<file path="src/rtl/malu_iter.sv">
`timescale 1ns/1ps
// malu_iter: multi-cycle RV32M/RV64M arithmetic unit.
// Multiplies complete after a fixed latency; divides use an iterative radix-2
// restoring divider that produces one quotient bit per cycle.
// One operation is in flight at a time.
//
// Handshake: a request is accepted on a rising edge where i_valid && o_ready.
// A result is consumed on a rising edge where o_valid && i_ready. o_valid and
// o_result hold until consumed. o_ready is low from accept until the result
// has been consumed, so a new request can never be accepted in the same cycle
// a result leaves. i_flush returns the unit to IDLE and overrides everything.
module malu_iter #(
    parameter int XLEN    = 32,
    parameter int MUL_LAT = 2
) (
    input  logic            i_clk,
    input  logic            i_rst_n,
    input  logic            i_valid,
    output logic            o_ready,
    input  logic [2:0]      i_op,
    input  logic [XLEN-1:0] i_x,
    input  logic [XLEN-1:0] i_y,
    input  logic            i_flush,
    output logic            o_valid,
    input  logic            i_ready,
    output logic [XLEN-1:0] o_result
);

    // Counter must reach both MUL_LAT-1 and XLEN-1.
    localparam int CNT_W = $clog2(XLEN + MUL_LAT + 1);

    localparam logic [XLEN-1:0] MOST_NEG = {1'b1, {(XLEN-1){1'b0}}};

    // DIV_INIT/DIV_ITER/DIV_FIX are the entry, iteration and fix-up phases
    // of the divide state.
    typedef enum logic [2:0] {
        S_IDLE     = 3'd0,
        S_MUL      = 3'd1,
        S_DIV_INIT = 3'd2,
        S_DIV_ITER = 3'd3,
        S_DIV_FIX  = 3'd4,
        S_DONE     = 3'd5
    } state_t;

    state_t          r_state;
    logic [1:0]      r_op;       // op[2] is already encoded in the state
    logic [XLEN-1:0] r_x;
    logic [XLEN-1:0] r_y;
    logic [CNT_W-1:0] r_cnt;
    logic [XLEN-1:0] r_rem;      // partial remainder
    logic [XLEN-1:0] r_quo;      // dividend shifts out, quotient shifts in
    logic [XLEN-1:0] r_den;      // divisor magnitude
    logic            r_neg_q;
    logic            r_neg_r;
    logic            r_valid;
    logic            r_ready;
    logic [XLEN-1:0] r_result;

    // Multiply datapath (operates on latched operands).
    logic              w_x_sgn;
    logic              w_y_sgn;
    logic [2*XLEN-1:0] w_x_ext;
    logic [2*XLEN-1:0] w_y_ext;
    logic [2*XLEN-1:0] w_prod;
    logic [XLEN-1:0]   w_mul_res;

    // Divide datapath.
    logic            w_div_sgn;
    logic            w_x_neg;
    logic            w_y_neg;
    logic [XLEN-1:0] w_x_abs;
    logic [XLEN-1:0] w_y_abs;
    logic            w_y_zero;
    logic            w_ovf;
    logic [XLEN:0]   w_shift;
    logic [XLEN:0]   w_diff;
    logic            w_q_bit;
    logic [XLEN-1:0] w_quo_fix;
    logic [XLEN-1:0] w_rem_fix;

    // Multiply: sign-extend both operands to 2*XLEN so the low 2*XLEN bits of
    // an unsigned product equal the signed/mixed/unsigned product.
    always_comb begin
        w_x_sgn   = (r_op != 2'b11);          // MUL, MULH, MULHSU
        w_y_sgn   = ~r_op[1];                 // MUL, MULH
        w_x_ext   = {{XLEN{w_x_sgn & r_x[XLEN-1]}}, r_x};
        w_y_ext   = {{XLEN{w_y_sgn & r_y[XLEN-1]}}, r_y};
        w_prod    = w_x_ext * w_y_ext;
        w_mul_res = (r_op == 2'b00) ? w_prod[XLEN-1:0] : w_prod[2*XLEN-1:XLEN];
    end

    // Divide: operand magnitudes, special-case detection, one restoring step
    // and the final sign fix-up.
    always_comb begin
        w_div_sgn = ~r_op[0];                 // DIV, REM
        w_x_neg   = w_div_sgn & r_x[XLEN-1];
        w_y_neg   = w_div_sgn & r_y[XLEN-1];
        w_x_abs   = w_x_neg ? -r_x : r_x;
        w_y_abs   = w_y_neg ? -r_y : r_y;
        w_y_zero  = (r_y == '0);
        w_ovf     = w_div_sgn && (r_x == MOST_NEG) && (r_y == '1);
        w_shift   = {r_rem, r_quo[XLEN-1]};
        w_diff    = w_shift - {1'b0, r_den};
        w_q_bit   = ~w_diff[XLEN];            // no borrow: subtract succeeds
        w_quo_fix = r_neg_q ? -r_quo : r_quo;
        w_rem_fix = r_neg_r ? -r_rem : r_rem;
    end

    // Control FSM with registered handshake outputs and result.
    always_ff @(posedge i_clk or negedge i_rst_n) begin
        if (!i_rst_n) begin
            r_state  <= S_IDLE;
            r_op     <= '0;
            r_x      <= '0;
            r_y      <= '0;
            r_cnt    <= '0;
            r_rem    <= '0;
            r_quo    <= '0;
            r_den    <= '0;
            r_neg_q  <= 1'b0;
            r_neg_r  <= 1'b0;
            r_valid  <= 1'b0;
            r_ready  <= 1'b1;
            r_result <= '0;
        end else if (i_flush) begin
            // Abort: any request presented this cycle is dropped as well.
            r_state <= S_IDLE;
            r_valid <= 1'b0;
            r_ready <= 1'b1;
            r_cnt   <= '0;
        end else begin
            case (r_state)
                S_IDLE: begin
                    if (i_valid) begin
                        r_op    <= i_op[1:0];
                        r_x     <= i_x;
                        r_y     <= i_y;
                        r_cnt   <= '0;
                        r_ready <= 1'b0;
                        r_state <= i_op[2] ? S_DIV_INIT : S_MUL;
                    end
                end
                S_MUL: begin
                    if (r_cnt == CNT_W'(MUL_LAT - 1)) begin
                        r_result <= w_mul_res;
                        r_valid  <= 1'b1;
                        r_state  <= S_DONE;
                    end else begin
                        r_cnt <= r_cnt + CNT_W'(1);
                    end
                end
                S_DIV_INIT: begin
                    if (w_y_zero) begin
                        // Divide by zero: quotient all-ones, remainder = x.
                        r_result <= r_op[1] ? r_x : '1;
                        r_valid  <= 1'b1;
                        r_state  <= S_DONE;
                    end else if (w_ovf) begin
                        // Most-negative / -1: quotient = x, remainder = 0.
                        r_result <= r_op[1] ? '0 : r_x;
                        r_valid  <= 1'b1;
                        r_state  <= S_DONE;
                    end else begin
                        r_quo   <= w_x_abs;
                        r_den   <= w_y_abs;
                        r_rem   <= '0;
                        r_neg_q <= w_x_neg ^ w_y_neg;
                        r_neg_r <= w_x_neg;
                        r_cnt   <= '0;
                        r_state <= S_DIV_ITER;
                    end
                end
                S_DIV_ITER: begin
                    r_rem <= w_q_bit ? w_diff[XLEN-1:0] : w_shift[XLEN-1:0];
                    r_quo <= {r_quo[XLEN-2:0], w_q_bit};
                    if (r_cnt == CNT_W'(XLEN - 1)) begin
                        r_state <= S_DIV_FIX;
                    end else begin
                        r_cnt <= r_cnt + CNT_W'(1);
                    end
                end
                S_DIV_FIX: begin
                    r_result <= r_op[1] ? w_rem_fix : w_quo_fix;
                    r_valid  <= 1'b1;
                    r_state  <= S_DONE;
                end
                S_DONE: begin
                    if (i_ready) begin
                        r_valid <= 1'b0;
                        r_ready <= 1'b1;
                        r_state <= S_IDLE;
                    end
                end
                default: begin
                    r_valid <= 1'b0;
                    r_ready <= 1'b1;
                    r_state <= S_IDLE;
                end
            endcase
        end
    end

    assign o_ready  = r_ready;
    assign o_valid  = r_valid;
    assign o_result = r_result;

endmodule

</file>
<file path="config.mk">
export PLATFORM = sky130hd
export DESIGN_NAME = malu_iter
export DESIGN_NICKNAME = d
export VERILOG_FILES = /design/src/rtl/malu_iter.sv
export SDC_FILE = /design/constraint.sdc
export NUM_CORES = 2
export LEC_CHECK = 0
export CAP_MARGIN = 25
export CORE_MARGIN = 4
export CORE_UTILIZATION = 60
export CTS_CLUSTER_DIAMETER = 100
export DETAILED_ROUTE_END_ITERATION = 8
export PLACE_DENSITY = 0.77
export SYNTH_ARGS = -nofsm -noshare
export SYNTH_HDL_FRONTEND = slang
export SYNTH_SLANG_ARGS = --single-unit
</file>
<file path="constraint.sdc">
create_clock -name i_clk -period 19.7 [get_ports i_clk]
set_clock_uncertainty 0.2 [all_clocks]
set_input_delay 2.955 -clock i_clk [delete_from_list [all_inputs] [get_ports i_clk]]
set_output_delay 2.955 -clock i_clk [all_outputs]
set_load 0.02 [all_outputs]
</file>
======== Word-level counts from Yosys, hierarchy flattened ========
Cells that the tools add are included.
cells by class
  add/subtract/negate cells ............... 6
  mux-type cells .......................... 45
  reduce and logical (&&, ||, !) cells .... 18
  multipliers ............................. 1
  equality and inequality tests ........... 25
  bitwise operators ....................... 11
operators with widths
  kind                                                 number
  2-to-1 mux 32 bit                                    16
  negation 32 bit                                      4
  one-hot mux 32 bit (2 select lines)                  2
  one-hot mux 32 bit (3 select lines)                  1
  equality test 32 bit, second input constant          2
  multiplier 33 x 33 -> 64 bit                         1
  2-to-1 mux 6 bit                                     6
  subtractor 33 x 32 -> 33 bit                         1
  zero test 32 bit                                     1
  != test 3 bit, second input constant                 9
  one-hot mux 6 bit (4 select lines)                   1
  2-to-1 mux 3 bit                                     7
  AND reduction 4 bit                                  5
  one-hot mux 3 bit (6 select lines)                   1
  2-to-1 mux 1 bit                                     8
  != test 2 bit, second input constant                 4
  adder 6 x 1 -> 6 bit, second input constant          1
  equality test 3 x 2 -> 1 bit, second input constant  2
  equality test 3 bit, second input constant           2
  equality test 6 x 1 -> 1 bit, second input constant  1
  equality test 6 x 5 -> 1 bit, second input constant  1
  inverter 1 bit                                       6
  AND reduction 3 bit                                  2
  AND reduction 6 bit                                  1
  16 further kinds                                     21
storage, ports and cells
  register bits after elaboration ......... 207
  bits of input ports ..................... 72
  output and inout port bits .............. 34
  word-level logic and storage cells ...... 119

======== Depth between registers and ports, before layout ========
  word-level depth ........................ 7
  gate-level depth with buffers ........... 31
  depth with buffers taken out ............ 28

======== Worst setup path before layout ========
OpenSTA, ideal clock, no wires.
  path kind ............................... reg-to-reg
  from .................................... reg r_op[0]
  to ...................................... reg r_result[29], in the netlist o_result[29]
  required time ........................... 19.396 ns
  arrival time ............................ 8.437 ns
  path slack .............................. 10.959 ns
  clock period less this slack ............ 8.741 ns
  stages on the path, launching flop included .. 31
  path buffers ............................ 4
  setup time .............................. 0.104 ns
  cell sequence ........................... dfrtp_1 -> clkbuf_1 -> a21boi_0 -> clkbuf_1 -> clkbuf_1 -> nand2_1 -> fa_1 -> fa_1 -> inv_1 -> fa_1 -> inv_1 -> fa_1 -> inv_1 -> fa_1 -> fa_1 -> fa_1 -> inv_1 -> fa_1 -> inv_1 -> ha_1 -> clkbuf_1 -> and2_1 -> and3_1 -> and3_1 -> nand2_1 -> a221oi_1 -> o22ai_1 -> o21ai_0 -> o21ai_0 -> xor2_1 -> a221oi_1
on the way
  longest elaborated chain between the ends .. 6
  elaborated cells between the ends (all ways) .. 12
  those cells by class .................... 1 x mul; 2 x eq/ne; 3 x mux; 2 x bitwise; 4 x reduce/logical
RTL lines
  item                                 line  RTL
  from (decl)                          46    logic [1:0] r_op;
  from (signal assigned)               135   r_op <= i_op[1:0];
  != test 2 bit                        84    w_x_sgn = (r_op != 2'b11);
  bitwise AND 1 bit                    86    w_x_ext = {{XLEN{w_x_sgn & r_x[XLEN-1]}}, r_x};
  multiplier 33 x 33 -> 64 bit         88    w_prod = w_x_ext * w_y_ext;
  2-to-1 mux 32 bit                    89    w_mul_res = (r_op == 2'b00) ? w_prod[XLEN-1:0] : w_prod[2*XLEN-1:XLEN];
  2-to-1 mux 32 bit                    144   if (r_cnt == CNT_W'(MUL_LAT - 1)) begin
  one-hot mux 32 bit (3 select lines)  132   case (r_state)
  to (signal assigned)                 145   r_result <= w_mul_res;
  to (signal assigned)                 155   r_result <= r_op[1] ? r_x : '1;
  to (signal assigned)                 160   r_result <= r_op[1] ? '0 : r_x;
  to (decl)                            57    logic [XLEN-1:0] r_result;
Several ways; a longest one is shown, not always the timed one. The select of a mux whose other input is x is not followed.
A chain may end at the register's enable or synchronous reset.

======== Worst setup path after layout ========
Same ends and word-level chain as after synthesis.

==> results.txt <==
The first global-routing pass estimated 250,600 um of wire. For hold timing, the worst endpoint is r_x[10]. Dividing the detail-routed via count by the number of cells gives 5.999. TritonCTS built the clock tree. The overall overflow remaining after global route came out at 0. Entering global routing, the biggest net connects 89 pins.

The area growth from synthesis to layout is 5.372%. Data arrives at the worst endpoint at 9930 ps. The number of antenna violations at the first check in global routing is 4, and the post-route fraction of the period consumed by the critical path is 49.22%.

The final wirelength is 157,600 um. Synthesis produced a netlist whose cell count is 5,877. The number of global-route vias before repair is 44.01k, and the number of warnings reported in the yosys synthesis log is 0.

Global routing used 35.45% of the available tracks across all layers. The tightest hold path in the finished design has a slack of 309.0 ps. The largest fanout on the critical path is 31, and the share of layout cells above drive strength 1 is 5.032%. In this run the count of I/O pins placed on the die edge is 106. The worst hold path belongs to the class flop to flop. The slew at the pin closest to its max-slew limit came out at 1066 ps. The root buffer cell was sky130_fd_sc_hd__clkbuf_16. Clock-pin slew was measured on the worst setup and hold paths at 60 ps. The worst pin sits at a relative slew slack of 28.70%. The detailed router placed 41.52k vias in this run. The flow ran to the end, and the final reports show no timing, DRC or antenna violations. The net total in the final layout was 7,195.

The total of hold buffers inserted after clock tree synthesis was 0; the number of H-tree levels was 1. Routability-driven placement finished with a final weighted congestion of 1.032. The logs give 0 for the number of max-capacitance violations reported and 0 for the number of nets with antenna violations after routing. For the worst setup path, the data required time is 19,940 ps. The hold path depth works out to 1.

Cell at the slowest stage of the critical path: sky130_fd_sc_hd__fa_1. Number of flip-flops and latches in the synthesized netlist: 207. Setup repair after global routing left no endpoint under its margin. Summed over all failing endpoints, the final setup total negative slack is 0 ps. For the worst-skew pair, the clock arrives at the later sink with an insertion delay of 570 ps. Prevailing post-synth register cell: sky130_fd_sc_hd__dfrtp_1.

The tools report the total of cells resized after clock tree synthesis as 0. Once placement finished, the instance area stood at 54,230 sq um. The element type at the critical path start was a flop. The number of buffers created by CTS is 25, and the number of enable flip-flop cells after synthesis is 0.

The number of setup buffers added after CTS came out at 0. No sink is reached through more buffers than the 3 on the longest clock path. The initial core utilization is 60.45%, and the wire length per cell is 22.78 um.

The final-report max-slew violation count was 0. The die extent in x was 303.4 um. The capture point of the worst reg-to-reg path is o_result[29].

Setup violations remaining at the end of the flow were counted as 0. The worst setup path is captured at a flop. The cell repeated most along the worst path is sky130_fd_sc_hd__fa_1. From bottom edge to top edge, the die measures 303.4 um.

The worst reg2reg path depth came out at 28. The worst min-delay path startpoint was r_x[10]. The synthesized net count is 7,326. The tools report the core box area as 86,620 sq um.

The initialized floorplan defines 108 standard-cell rows. The cell area after layout is 55,180 sq um. Leaving out fill and tap cells, the most frequent cells in the layout are sky130_fd_sc_hd__inv_1 (1,146), sky130_fd_sc_hd__fa_1 (1,126), sky130_fd_sc_hd__nand2_1 (919), sky130_fd_sc_hd__and2_1 (365), sky130_fd_sc_hd__ha_1 (251). The number of failing hold endpoints at the final stage was 0. Summed over all nets, the half-perimeter wirelength after detailed placement is 122,400 um. For this run, design rule violations remaining after detail routing come to 0. The number of input and output port buffers inserted was 105. Static timing analysis puts the maximum clock frequency at 103.1 MHz. Number of clock sinks: 207. Of the synthesized area, sequential elements account for 9.895%. The cell area after synthesis came out at 52,360 sq um. A synthesized cell averages 8.910 sq um. The worst setup path is of the flop to flop kind. The total die area was 92,060 sq um. The share of flip-flops with an asynchronous set or reset is 100.0%.

The setup check on the worst reg-to-reg path leaves a slack of 10,000 ps. In this design, the stage delay of the slowest critical-path cell is 840 ps. The tools report the violation count after the first detailed-routing iteration as 4,037.

The detailed-routing iteration count for the pre-antenna-repair pass came out at 6. Leaving out fill and tap cells, the most frequent cell in the layout is sky130_fd_sc_hd__inv_1. The count of unique library cells instantiated by Yosys is 97.

The worst path needs 9696 ps of the cycle, external delays included. Launch point of the worst reg-to-reg path: r_op[0].
==> registers in the layout (all words and copies together), names as in the netlist, 2 cells and up <==
| name | cells |
|---|---|
| o_result | 32 |
| r_cnt | 6 |
| r_den | 32 |
| r_op | 2 |
| r_quo | 32 |
| r_rem | 32 |
| r_state | 3 |
| r_x | 32 |
| r_y | 32 |
==> cell families after synthesis <==
| group | Yosys count | synth area share [%] |
|---|---|---|
| and+or+nand+nor | 1714 | 15.42 |
| muxes | 108 | 2.225 |
| AOI/OAI and AO/OA | 739 | 8.810 |
| DFF | 207 | 9.895 |
| adders and majority gates | 1377 | 49.05 |
| buffers and inverters | 1520 | 11.05 |
| xor gates and xnor gates | 212 | 3.546 |
==> worst max-delay path: cells and delay by family (launching register included) <==
| kind | cells | cell delay [ps] |
|---|---|---|
| compound gates | 8 | 1890 |
| xor+xnor | 1 | 120 |
| fa+ha+maj | 9 | 4980 |
| buf+inv | 8 | 1530 |
| flops | 1 | 560 |
| simple gates | 2 | 270 |
==> cell usage after synthesis, types with 22 or more instances <==
cell / count / share of area [%]
sky130_fd_sc_hd__fa_1: 1126 / 43
sky130_fd_sc_hd__mux2_2: 67 / 1.4
sky130_fd_sc_hd__clkbuf_1: 259 / 1.9
sky130_fd_sc_hd__inv_1: 1146 / 8.2
sky130_fd_sc_hd__buf_1: 82 / 0.59
sky130_fd_sc_hd__ha_1: 251 / 6.0
sky130_fd_sc_hd__xnor2_1: 124 / 2.1
sky130_fd_sc_hd__mux2i_1: 41 / 0.78
sky130_fd_sc_hd__nand3_1: 36 / 0.34
sky130_fd_sc_hd__o31ai_1: 29 / 0.42
sky130_fd_sc_hd__o21ai_0: 211 / 2.0
sky130_fd_sc_hd__nand4_1: 22 / 0.26
sky130_fd_sc_hd__xor2_1: 88 / 1.5
sky130_fd_sc_hd__nand2_1: 919 / 6.6
sky130_fd_sc_hd__nor3_1: 34 / 0.32
sky130_fd_sc_hd__a211oi_1: 28 / 0.40
sky130_fd_sc_hd__nor2_1: 196 / 1.4
sky130_fd_sc_hd__and2_1: 366 / 4.4
sky130_fd_sc_hd__dfrtp_1: 206 / 9.8
sky130_fd_sc_hd__a21o_1: 60 / 0.86
sky130_fd_sc_hd__a21oi_1: 212 / 2.0
==> worst max-delay path by stage <==
stage | end | start | slack (ps) | depth (start not counted)
4_1_cts | o_result[29] | r_op[0] | 10000 | 28
3_5_place_dp | o_result[29] | r_op[0] | 10090 | 28
5_1_grt | o_result[29] | r_op[0] | 9420 | 28
6_report | o_result[29] | r_op[0] | 10000 | 28
3_3_place_gp | o_result[29] | r_op[0] | 10290 | 28
2_1_floorplan | o_result[29] | r_op[0] | 10960 | 30
==> routing by layer <==
| metal | track usage (%) | vias to the layer above | part of all wire (%) |
|---|---|---|---|
| met5 | 0 | - | 0.013 |
| met4 | 16.98 | 4 | 6.2 |
| met3 | 7.405 | 524 | 10 |
| met2 | 56.54 | 2300 | 46 |
| met1 | 46.82 | 21090 | 38 |
| li1 | - | 17600 | - |
==> per-stage QoR <==
step	cells	util (%)	setup slack, ps
6_report	6920	63.70	10000
5_1_grt	6919	63.70	9424
4_1_cts	6916	63.63	10000
3_5_place_dp	6872	62.61	10090
3_3_place_gp	6872	62.61	10290
2_1_floorplan	5877	-	10960
==> area by class of cell <==
class / count / area, sq um
multi-input combinational: 4150 / 41440
fill: 7123 / 31440
sequential: 207 / 5182
inverter: 1148 / 4309
timing repair buffer: 214 / 1912
tap: 1155 / 1445
clock buffer: 30 / 684.4
clock inverter: 14 / 200.2
antenna: 2 / 5.005
Power is left out: the tool's default activity adds up to more than one toggle a clock period on the data nets, which glitch-free logic cannot reach.
